===== src/rtl/r2r_phase_sequencer.sv =====
// rtl/r2r_phase_sequencer.sv - sample FIFO, phase-0 fetch and phase-1 commit to R2R ladder code
module r2r_phase_sequencer #(
    parameter int WIDTH = 8,
    parameter int DEPTH = 4
) (
    input  logic                       clk,
    input  logic                       rst,
    input  logic                       phase0,
    input  logic                       phase1,
    input  logic [WIDTH-1:0]           s_data,
    input  logic                       s_valid,
    output logic                       s_ready,
    output logic [WIDTH-1:0]           dac_code,
    output logic                       dac_update,
    output logic [$clog2(DEPTH+1)-1:0] level,
    output logic                       underrun,
    output logic                       phase_err,
    input  logic                       clr_flags
);

    localparam int AW = (DEPTH > 1) ? $clog2(DEPTH) : 1;
    localparam int LW = $clog2(DEPTH + 1);
    localparam logic [WIDTH-1:0] MIDSCALE = {1'b1, {(WIDTH-1){1'b0}}};

    logic [WIDTH-1:0] mem [DEPTH];
    logic [AW-1:0]    wr_ptr;
    logic [AW-1:0]    rd_ptr;
    logic [WIDTH-1:0] staging;

    logic full;
    logic empty;
    logic fetch;
    logic commit;
    logic both_phases;
    logic do_push;
    logic do_pop;

    // Strobe decode: overlapping phases are a prescaler fault and do nothing but flag it.
    always_comb begin
        full        = (level == LW'(DEPTH));
        empty       = (level == '0);
        fetch       = phase0 && !phase1;
        commit      = phase1 && !phase0;
        both_phases = phase0 && phase1;
        do_push     = s_valid && !full;
        do_pop      = fetch && !empty;
        s_ready     = !full;
    end

    // Sample storage; contents are don't-care until written, so no reset.
    always_ff @(posedge clk) begin
        if (do_push) begin
            mem[wr_ptr] <= s_data;
        end
    end

    // Pointers wrap naturally because DEPTH is a power of two; occupancy lives in level.
    always_ff @(posedge clk or posedge rst) begin
        if (rst) begin
            wr_ptr <= '0;
            rd_ptr <= '0;
        end else begin
            if (do_push) begin
                wr_ptr <= wr_ptr + AW'(1);
            end
            if (do_pop) begin
                rd_ptr <= rd_ptr + AW'(1);
            end
        end
    end

    // Occupancy count; a push and pop in the same cycle cancel out.
    always_ff @(posedge clk or posedge rst) begin
        if (rst) begin
            level <= '0;
        end else begin
            unique case ({do_push, do_pop})
                2'b10:   level <= level + LW'(1);
                2'b01:   level <= level - LW'(1);
                default: level <= level;
            endcase
        end
    end

    // Staging register: loads on fetch, keeps the last sample when the FIFO ran dry.
    always_ff @(posedge clk or posedge rst) begin
        if (rst) begin
            staging <= MIDSCALE;
        end else if (do_pop) begin
            staging <= mem[rd_ptr];
        end
    end

    // Ladder code and its update pulse; the pulse fires on every commit, changed value or not.
    always_ff @(posedge clk or posedge rst) begin
        if (rst) begin
            dac_code   <= MIDSCALE;
            dac_update <= 1'b0;
        end else begin
            dac_update <= commit;
            if (commit) begin
                dac_code <= staging;
            end
        end
    end

    // Sticky error flags; a clear wins over a coincident set.
    always_ff @(posedge clk or posedge rst) begin
        if (rst) begin
            underrun  <= 1'b0;
            phase_err <= 1'b0;
        end else if (clr_flags) begin
            underrun  <= 1'b0;
            phase_err <= 1'b0;
        end else begin
            if (fetch && empty) begin
                underrun <= 1'b1;
            end
            if (both_phases) begin
                phase_err <= 1'b1;
            end
        end
    end

endmodule


===== config.mk =====
export PLATFORM = sky130hd
export DESIGN_NAME = r2r_phase_sequencer
export DESIGN_NICKNAME = d
export VERILOG_FILES = /design/src/rtl/r2r_phase_sequencer.sv
export SDC_FILE = /design/constraint.sdc
export NUM_CORES = 1
export LEC_CHECK = 0
export CAP_MARGIN = 20
export CORE_MARGIN = 4
export CORE_UTILIZATION = 58
export DETAILED_ROUTE_END_ITERATION = 16
export PLACE_DENSITY = 0.89
export SYNTH_ARGS = -nofsm -noshare
export SYNTH_HDL_FRONTEND = slang
export SYNTH_SLANG_ARGS = --single-unit
export TNS_END_PERCENT = 30

===== constraint.sdc =====
create_clock -name clk -period 5.1 [get_ports clk]
set_input_delay 1.02 -clock clk [delete_from_list [all_inputs] [get_ports clk]]
set_output_delay 1.02 -clock clk [all_outputs]
set_load 0.05 [all_outputs]

Word-level counts from Yosys, hierarchy flattened
Memories as Yosys holds them, arrays and structs flattened. A register that Yosys moved wholly into a read port is not among the register bits.
Index checks and enable logic that the tools add are counted.
Storage, ports and cells
  logic and storage cells: 36
  input bits: 14
  memory bits (writable): 32
  flip-flop bits (word level): 18
  memories: 1
Memories
  mem: words 4, bits a word 8, read ports 1, clocked after Yosys merged registers in 1, wr ports 1, RTL line 25  | logic [WIDTH-1:0] mem [DEPTH];
Operators by class
  equal/unequal tests: 3
  mux-type cells: 7
  reductions and logical operators: 14
  add/sub/neg operators: 4
Operators by type and width (number)
  $logic_and 1x1->1: 6
  $mux 1: 6
  $pmux 3 s2: 1
  $reduce_bool 2->1: 3
  $add 2x1->2 const B: 2
  $logic_not 1->1: 4
  $add 3x1->3 const B: 1
  $eq 3x3->1 const B: 1
  $logic_not 3->1: 1
  $sub 3x1->3 const B: 1
  $eq 2x1->1 const B: 1
  $eq 2x2->1 const B: 1

Logic depth before layout (Yosys ltp)
Gate-level depths: netlist (run 1).
  word-level depth: 5
  mapped depth: 9

Least setup slack after synthesis (run 1)
No wires, ideal clock.
  kind: reg2reg
  start point: reg level[2]
  end point: reg level[2]
  buffers on the path: 0
  path slack: 2607 ps
  library setup time: 82 ps
  data arrival time: 2411 ps
  required time: 5018 ps
  cell stages (with the launch flop): 10
  cell sequence: dfrtp_1 > or3b_4 > and2_4 > inv_1 > ha_1 > inv_1 > fa_1 > xor2_1 > nor2_1 > xor2_1
Between the ends
  word-level cells in the longest chain between the ends: 5
  elaborated cells on any way between the ends: 12
Ends and longest elaborated chain
  start: declaration: RTL line 15  | output logic [$clog2(DEPTH+1)-1:0] level,
  start signal: assignment: RTL line 78  | 2'b10: level <= level + LW'(1);
  start signal: assignment: RTL line 79  | 2'b01: level <= level - LW'(1);
  start signal: assignment: RTL line 80  | default: level <= level;
  $eq 3x3->1 *: RTL line 40  | full = (level == LW'(DEPTH));
  $logic_not 1->1 *
  net s_ready: RTL line 12  | output logic s_ready,
  $logic_and 1x1->1 *: RTL line 45  | do_push = s_valid && !full;
  $eq 2x1->1 or $eq 2x2->1 (tied branches): RTL line 77  | unique case ({do_push, do_pop})
  $pmux 3 s2 or $reduce_bool 2->1 (tied branches)
Mark *: on every way through the listed nets, which the timed path passes. The rest lies on a longest branch.
A chain may end at the register's enable or synchronous reset.

Worst setup path in the final report (run 1)
  start point: reg level[0]
  end point: out s_ready
Between the ends
  word-level cells in the longest chain between the ends: 2
Ends and longest elaborated chain
  $eq 3x3->1: RTL line 40
  $logic_not 1->1: RTL line 47  | s_ready = !full;
  end: declaration: RTL line 12
Every way passes these cells.

==> impl_metrics.csv, run 1 <==
group,metric,value,unit
outcome,status,"completed",
cells_and_area,layout-drive-gt1-share,27.9,%
sta,timing_hold_violations_final,0,
logic_synthesis,yosysWarningCount,0,
worst_setup_path,worstRegToRegCells,9,
cells_and_area,final_cell_mix,"edfxtp_1, clkdlybuf4s50_1, dfrtp_1",
worst_setup_path,startpoint_type,"register",
clocking,h-tree-depth,3,
global_route,grt_pass1_wl,6440,um
floorplan,io_pins,29,
logic_synthesis,synth-edff-count,32,
power,p_clk_share,20.6,%
global_route,grt_usage,18.1,%
power,pwr-share-seq,44.0,%
logic_synthesis,synth_seq_area_share,70.3,%
logic_synthesis,ys.flop_type,"edfxtp_1",
drt,route.detailed.drc,0,
worst_setup_path,worst-path-max-fanout,6,
clocking,holdBufCountCts,0,
logic_synthesis,syn_area_per_cell,18.8,um^2
logic_synthesis,async_reset_ff_share,44.8,%
cells_and_area,n_antenna_cell,0,
logic_synthesis,netlist_instances,122,
placed_design,gp_congestion,0.697,
drt,drt-total-wl,4050,um
sta,fin_crit_sh,57.9,%
floorplan,rows,22,
power,power,1.73,mW
sta,finalCriticalPeriod,2950,ps
global_route,grt_pass1_vias,1297,
drt,wl_per_cell,19.0,um
min_path,hold_path_depth,2,
logic_synthesis,yosysUniqueCellTypes,26,
global_route,grt_max_degree,27,
worst_setup_path,path_class,"register to output port",
clocking,numCtsBuffers,9,
cells_and_area,nNetsFinal,180,
floorplan,start_util,61.4,%
sta,clock.fmax,339,MHz
floorplan,core,0.00374,mm^2
sta,rsz0062_at_grt,"no",
placed_design,port_buffers,28,
sta,worst_pin_slew,548,ps
clocking,clock-sinks,58,
drt,vias_per_cell,5.52,
global_route,overflow,0,
drt,dr.pass1.iters,4,
clocking,cts_root_buf,"clkbuf_8",
global_route,antenna_found_initial,0,
clocking,clk_pin_slew,60,ps
clocking,clk_latency,340,ps
clocking,cts_max_path_buffers,2,
clocking,cts_tree,"yes",
power,ir_drop,331,uV
cells_and_area,areaGrowthSynthToFinish,22.1,%
job,drv_cap,0,
min_path,hold_class,"register to register",
power,p_sw,0.612,mW
sta,slew_viol_final,0,
drt,drt-initial-drc-count,33,
drt,drtAntennaViolNets,0,
cells_and_area,final_common_cell,"edfxtp_1",
clocking,postCtsSetupBuffers,0,
worst_setup_path,end_kind,"output port",
sta,setup_viol,0,
logic_synthesis,synth-seq-cells,58,
power,netSwitchingFraction,35.4,%
worst_setup_path,required,4080,ps
sta,maxSlewHeadroom,63.4,%
floorplan,die_h,70.9,um
logic_synthesis,netlist_area,0.00230,mm^2
cells_and_area,layout.cells.non_filler,213,
floorplan,dieArea,0.00503,mm^2
drt,dr_total_vias,1176,
sta,fin_tns_setup,0,ps
power,p_int,1.12,mW
power,power_frac_comb,35.5,%
power,cellLeakagePower,1.10,nW
power,power_density,617,mW/mm^2
floorplan,die_w,70.9,um
placed_design,dp_hpwl,2810,um
worst_setup_path,cp.arrival,1930,ps
sta,finalClockSkew,9.27,ps
placed_design,placed_cells,196,
logic_synthesis,synth_nets,142,
clocking,cts_resized,0,
## worst max-delay path, cell delays in order (launching register included)
cell and delay, ps:
dfrtp_1 430, or3b_4 450, clkdlybuf4s50_1 720
## metal layers
metal,global-route usage (%),vias to the layer above,routed length [um]
met5,0,-,0
met4,10.9,0,115
met3,6.11,12,173
met2,31.7,29,2230
met1,18.6,606,1530
li1,-,529,-
## layout make-up
| class | instances | area (um^2) |
|---|---|---|
| flip-flops and latches | 58 | 1610 |
| fillers | 245 | 940 |
| multi-input cells | 53 | 633 |
| repair buffers | 30 | 303 |
| clock buffers | 12 | 145 |
| well taps | 48 | 60.1 |
| inverters | 8 | 30.0 |
| clock inverters | 4 | 18.8 |
## metrics by stage
step	setup WS [ps]	hold WS, ps	instance area [um^2]	util (%)
2_1_floorplan	2610	475	2300	-
3_3_place_gp	2040	478	2630	70.1
3_5_place_dp	1940	487	2630	70.1
4_1_cts	2140	500	2790	74.5
5_1_grt	2100	530	2800	74.9
6_report	2150	500	2800	74.9
## Yosys cell counts, drive strengths merged, types with 2 or more instances
cell / number / area share, %
and3: 4 / 1.3
buf: 3 / 0.87
dfrtp: 24 / 26
dfstp: 2 / 2.3
edfxtp: 32 / 42
ha: 5 / 2.7
inv: 8 / 1.3
mux2: 17 / 8.5
mux4: 8 / 8.3
nor2: 4 / 0.76
xnor2: 2 / 0.76
xor2: 4 / 1.5
## cell families after synthesis
group,after synthesis,share of synthesized area (%)
fa+ha+maj,6,3.59
xor+xnor,6,2.29
compound gates,2,0.490
mux,26,17.3
flops,58,70.3
buf+inv,11,2.18
simple gates,13,3.92
## power by group through the flow
stage                     sequential (mW)  combinational (mW)  clock, mW
after floorplan                     0.881               0.307          0
after global placement              0.758               0.586          0
after detailed placement            0.772               0.616          0
after CTS                           0.763               0.620      0.361
after global routing                0.780               0.655      0.385
final                               0.760               0.613      0.356
## flip-flops by register name, summed over array words and instances, names as in the netlist
signal	flops
dac_code	8
dac_update	1
level	3
mem	32
phase_err	1
rd_ptr	2
staging	8
underrun	1
wr_ptr	2
## final timing paths
| check | from | slack, ps | endpoint |
|---|---|---|---|
| worst max-delay path | level[0] | 2150 | s_ready |
| worst min register to register | phase_err | 500 | phase_err |
| max in group asynchronous | rst | 3600 | wr_ptr[0] |
| worst max register to register | level[0] | 2870 | level[2] |
| worst min-delay path | phase_err | 500 | phase_err |
| min in group asynchronous | rst | 1020 | staging[1] |
No activity file was read; power rests on OpenSTA's default activity.
==> inputs of run 2 (changes only) <==
CORE_UTILIZATION = 49   (was 58)
PLACE_DENSITY = 0.81   (was 0.89)
clock period = 2.4 ns   (was 5.1 ns; I/O delays follow)
==> run 2 against run 1 <==
Sequential cell count stayed put. Die area is 16% higher. Wire length is 11% lower. Cell count is 2.3% higher. Final area stayed put. Largest power group unchanged. Combinational power is 110% higher. Sequential power is 110% higher. Worst hold slack worse by 4.5 ps.
==> impl_metrics.csv, run 2 (same netlist as run 1, synthesis figures left out) <==
group,metric,value,unit
placed_design,port_buffers,28,
worst_setup_path,worst-path-max-fanout,6,
floorplan,dieArea,0.00585,mm^2
global_route,grt_pass1_vias,1245,
sta,finalCriticalPeriod,2260,ps
sta,fin_crit_sh,94.3,%
floorplan,core,0.00444,mm^2
floorplan,start_util,51.7,%
worst_setup_path,r2r_start,"level[1]",
job,drv_cap,0,
worst_setup_path,cp.arrival,2510,ps
drt,drt-initial-drc-count,58,
worst_setup_path,startpoint_type,"register",
sta,fin_hold_ws,495,ps
drt,drtAntennaViolNets,0,
sta,worst_pin_slew,535,ps
placed_design,gp_congestion,0.711,
drt,dr.pass1.iters,4,
worst_setup_path,crit_start,"level[1]",
cells_and_area,n_antenna_cell,0,
min_path,hold_class,"register to register",
placed_design,placed_cells,202,
sta,finalClockSkew,6.08,ps
outcome,status,"completed",
clocking,cts_tree,"yes",
power,netSwitchingFraction,34.9,%
power,pwr-share-seq,44.9,%
worst_setup_path,path_class,"register to register",
global_route,grt_pass1_wl,6310,um
clocking,clk_pin_slew,60,ps
drt,drt-total-wl,3620,um
cells_and_area,final_cell_mix,"edfxtp_1, clkdlybuf4s50_1, dfrtp_1",
global_route,antenna_found_initial,0,
worst_setup_path,worstRegToRegCells,9,
clocking,clock-sinks,58,
drt,dr_total_vias,1128,
clocking,postCtsSetupBuffers,0,
drt,wl_per_cell,16.6,um
placed_design,dp_slack,-61.1,ps
cells_and_area,finish.utilization,63.1,%
sta,clock.fmax,442,MHz
worst_setup_path,endpoint,"level[2]",
cells_and_area,areaGrowthSynthToFinish,22.1,%
floorplan,io_pins,29,
cells_and_area,largest_reg_flops,32,
worst_setup_path,required,2650,ps
power,p_sw,1.25,mW
clocking,h-tree-depth,3,
clocking,numCtsBuffers,9,
sta,timing_hold_violations_final,0,
power,power_frac_comb,35.5,%
power,power_density,1280,mW/mm^2
worst_setup_path,end_kind,"register",
sta,slew_viol_final,0,
placed_design,dp_hpwl,2650,um
power,power,3.60,mW
floorplan,die_w,76.5,um
sta,rsz0062_at_grt,"no",
sta,setup_viol,0,
cells_and_area,regMostFlops,"mem",
cells_and_area,layout.cells.non_filler,218,
global_route,grt_usage,14.4,%
drt,vias_per_cell,5.17,
cells_and_area,layout-drive-gt1-share,30.1,%
cells_and_area,n_fill_cell,314,
clocking,clk_latency,320,ps
global_route,grt_max_degree,27,
power,p_clk_share,19.6,%
power,ir_drop,406,uV
cells_and_area,largest_registers,"mem: 32 flops, dac_code: 8 flops, staging: 8 flops",
power,cellLeakagePower,1.09,nW
clocking,cts_root_buf,"clkbuf_8",
floorplan,rows,24,
worst_setup_path,rr_endpoint,"level[2]",
sta,maxSlewHeadroom,64.3,%
floorplan,die_h,76.5,um
clocking,cts_max_path_buffers,2,
cells_and_area,nNetsFinal,181,
worst_setup_path,rrSetupSlack,140,ps
clocking,holdBufCountCts,0,
sta,setup_slack,138,ps
power,p_int,2.34,mW
drt,route.detailed.drc,0,
cells_and_area,final_common_cell,"edfxtp_1",
global_route,overflow,0,
run 2: cell types whose count changed in the layout (fill, tap and decap cells not counted), sizes merged:
cell / previous run / this run
buf: 2 / 3
clkbuf: 12 / 11
clkdlybuf4s50: 28 / 27
clkinv: 4 / 5
dlygate4sd2: 0 / 1
run 2: worst min-delay path by stage:
stage,depth (start not counted),startpoint,slack [ps],end
global placement,1,level[2],480,level[2]
floorplan,1,staging[0],470,staging[0]
finish,1,level[2],500,level[2]
global route,1,level[2],510,level[2]
detailed placement,1,level[2],490,level[2]
CTS,1,level[2],500,level[2]
run 2: repair_timing:
action                     CTS  global route
gates resized for setup      1             1
hold endpoints to repair     0             0
setup endpoints to repair    1             1
pin swaps                    0             1
run 2: per-layer routing:
| layer | GRT usage, % | share of wire (%) |
|---|---|---|
| met2 | 23.4 | 53 |
| met3 | 4.37 | 2.9 |
| met4 | 8.15 | 2.1 |
| met5 | 0 | 0 |
| met1 | 17.1 | 42 |
run 2: final cells by class:
cell class                 count  area, um^2  share of cell area, %
tap                           52        65.1                   2.32
sequential                    58        1620                   57.7
inverter                       8        30.0                   1.07
multi-input combinational     53         636                   22.7
clock buffer                  11         131                   4.69
timing repair buffer          31         302                   10.8
clock inverter                 5        22.5                  0.803
run 2: power groups by stage:
stage	Combinational (mW)	Clock, mW	Sequential (mW)
floorplan	0.652	0	1.88
global route	1.37	0.780	1.66
finish	1.28	0.706	1.61
global placement	1.25	0	1.61
CTS	1.30	0.726	1.62
detailed placement	1.30	0	1.64
run 2: critical path: stages, from the launching register on:
cell and delay, ps:
dfrtp_2 430, or3b_4 430, and2_4 190, inv_1 60
ha_2 180, inv_1 60, fa_1 380, xor2_1 150
nor2_1 150, xor2_1 150
run 2: stage by stage:
stage	cell area, um^2	setup TNS (ps)
2_1_floorplan	2300	0
3_3_place_gp	2650	0
3_5_place_dp	2650	-61.1
4_1_cts	2800	0
5_1_grt	2800	0
6_report	2800	0
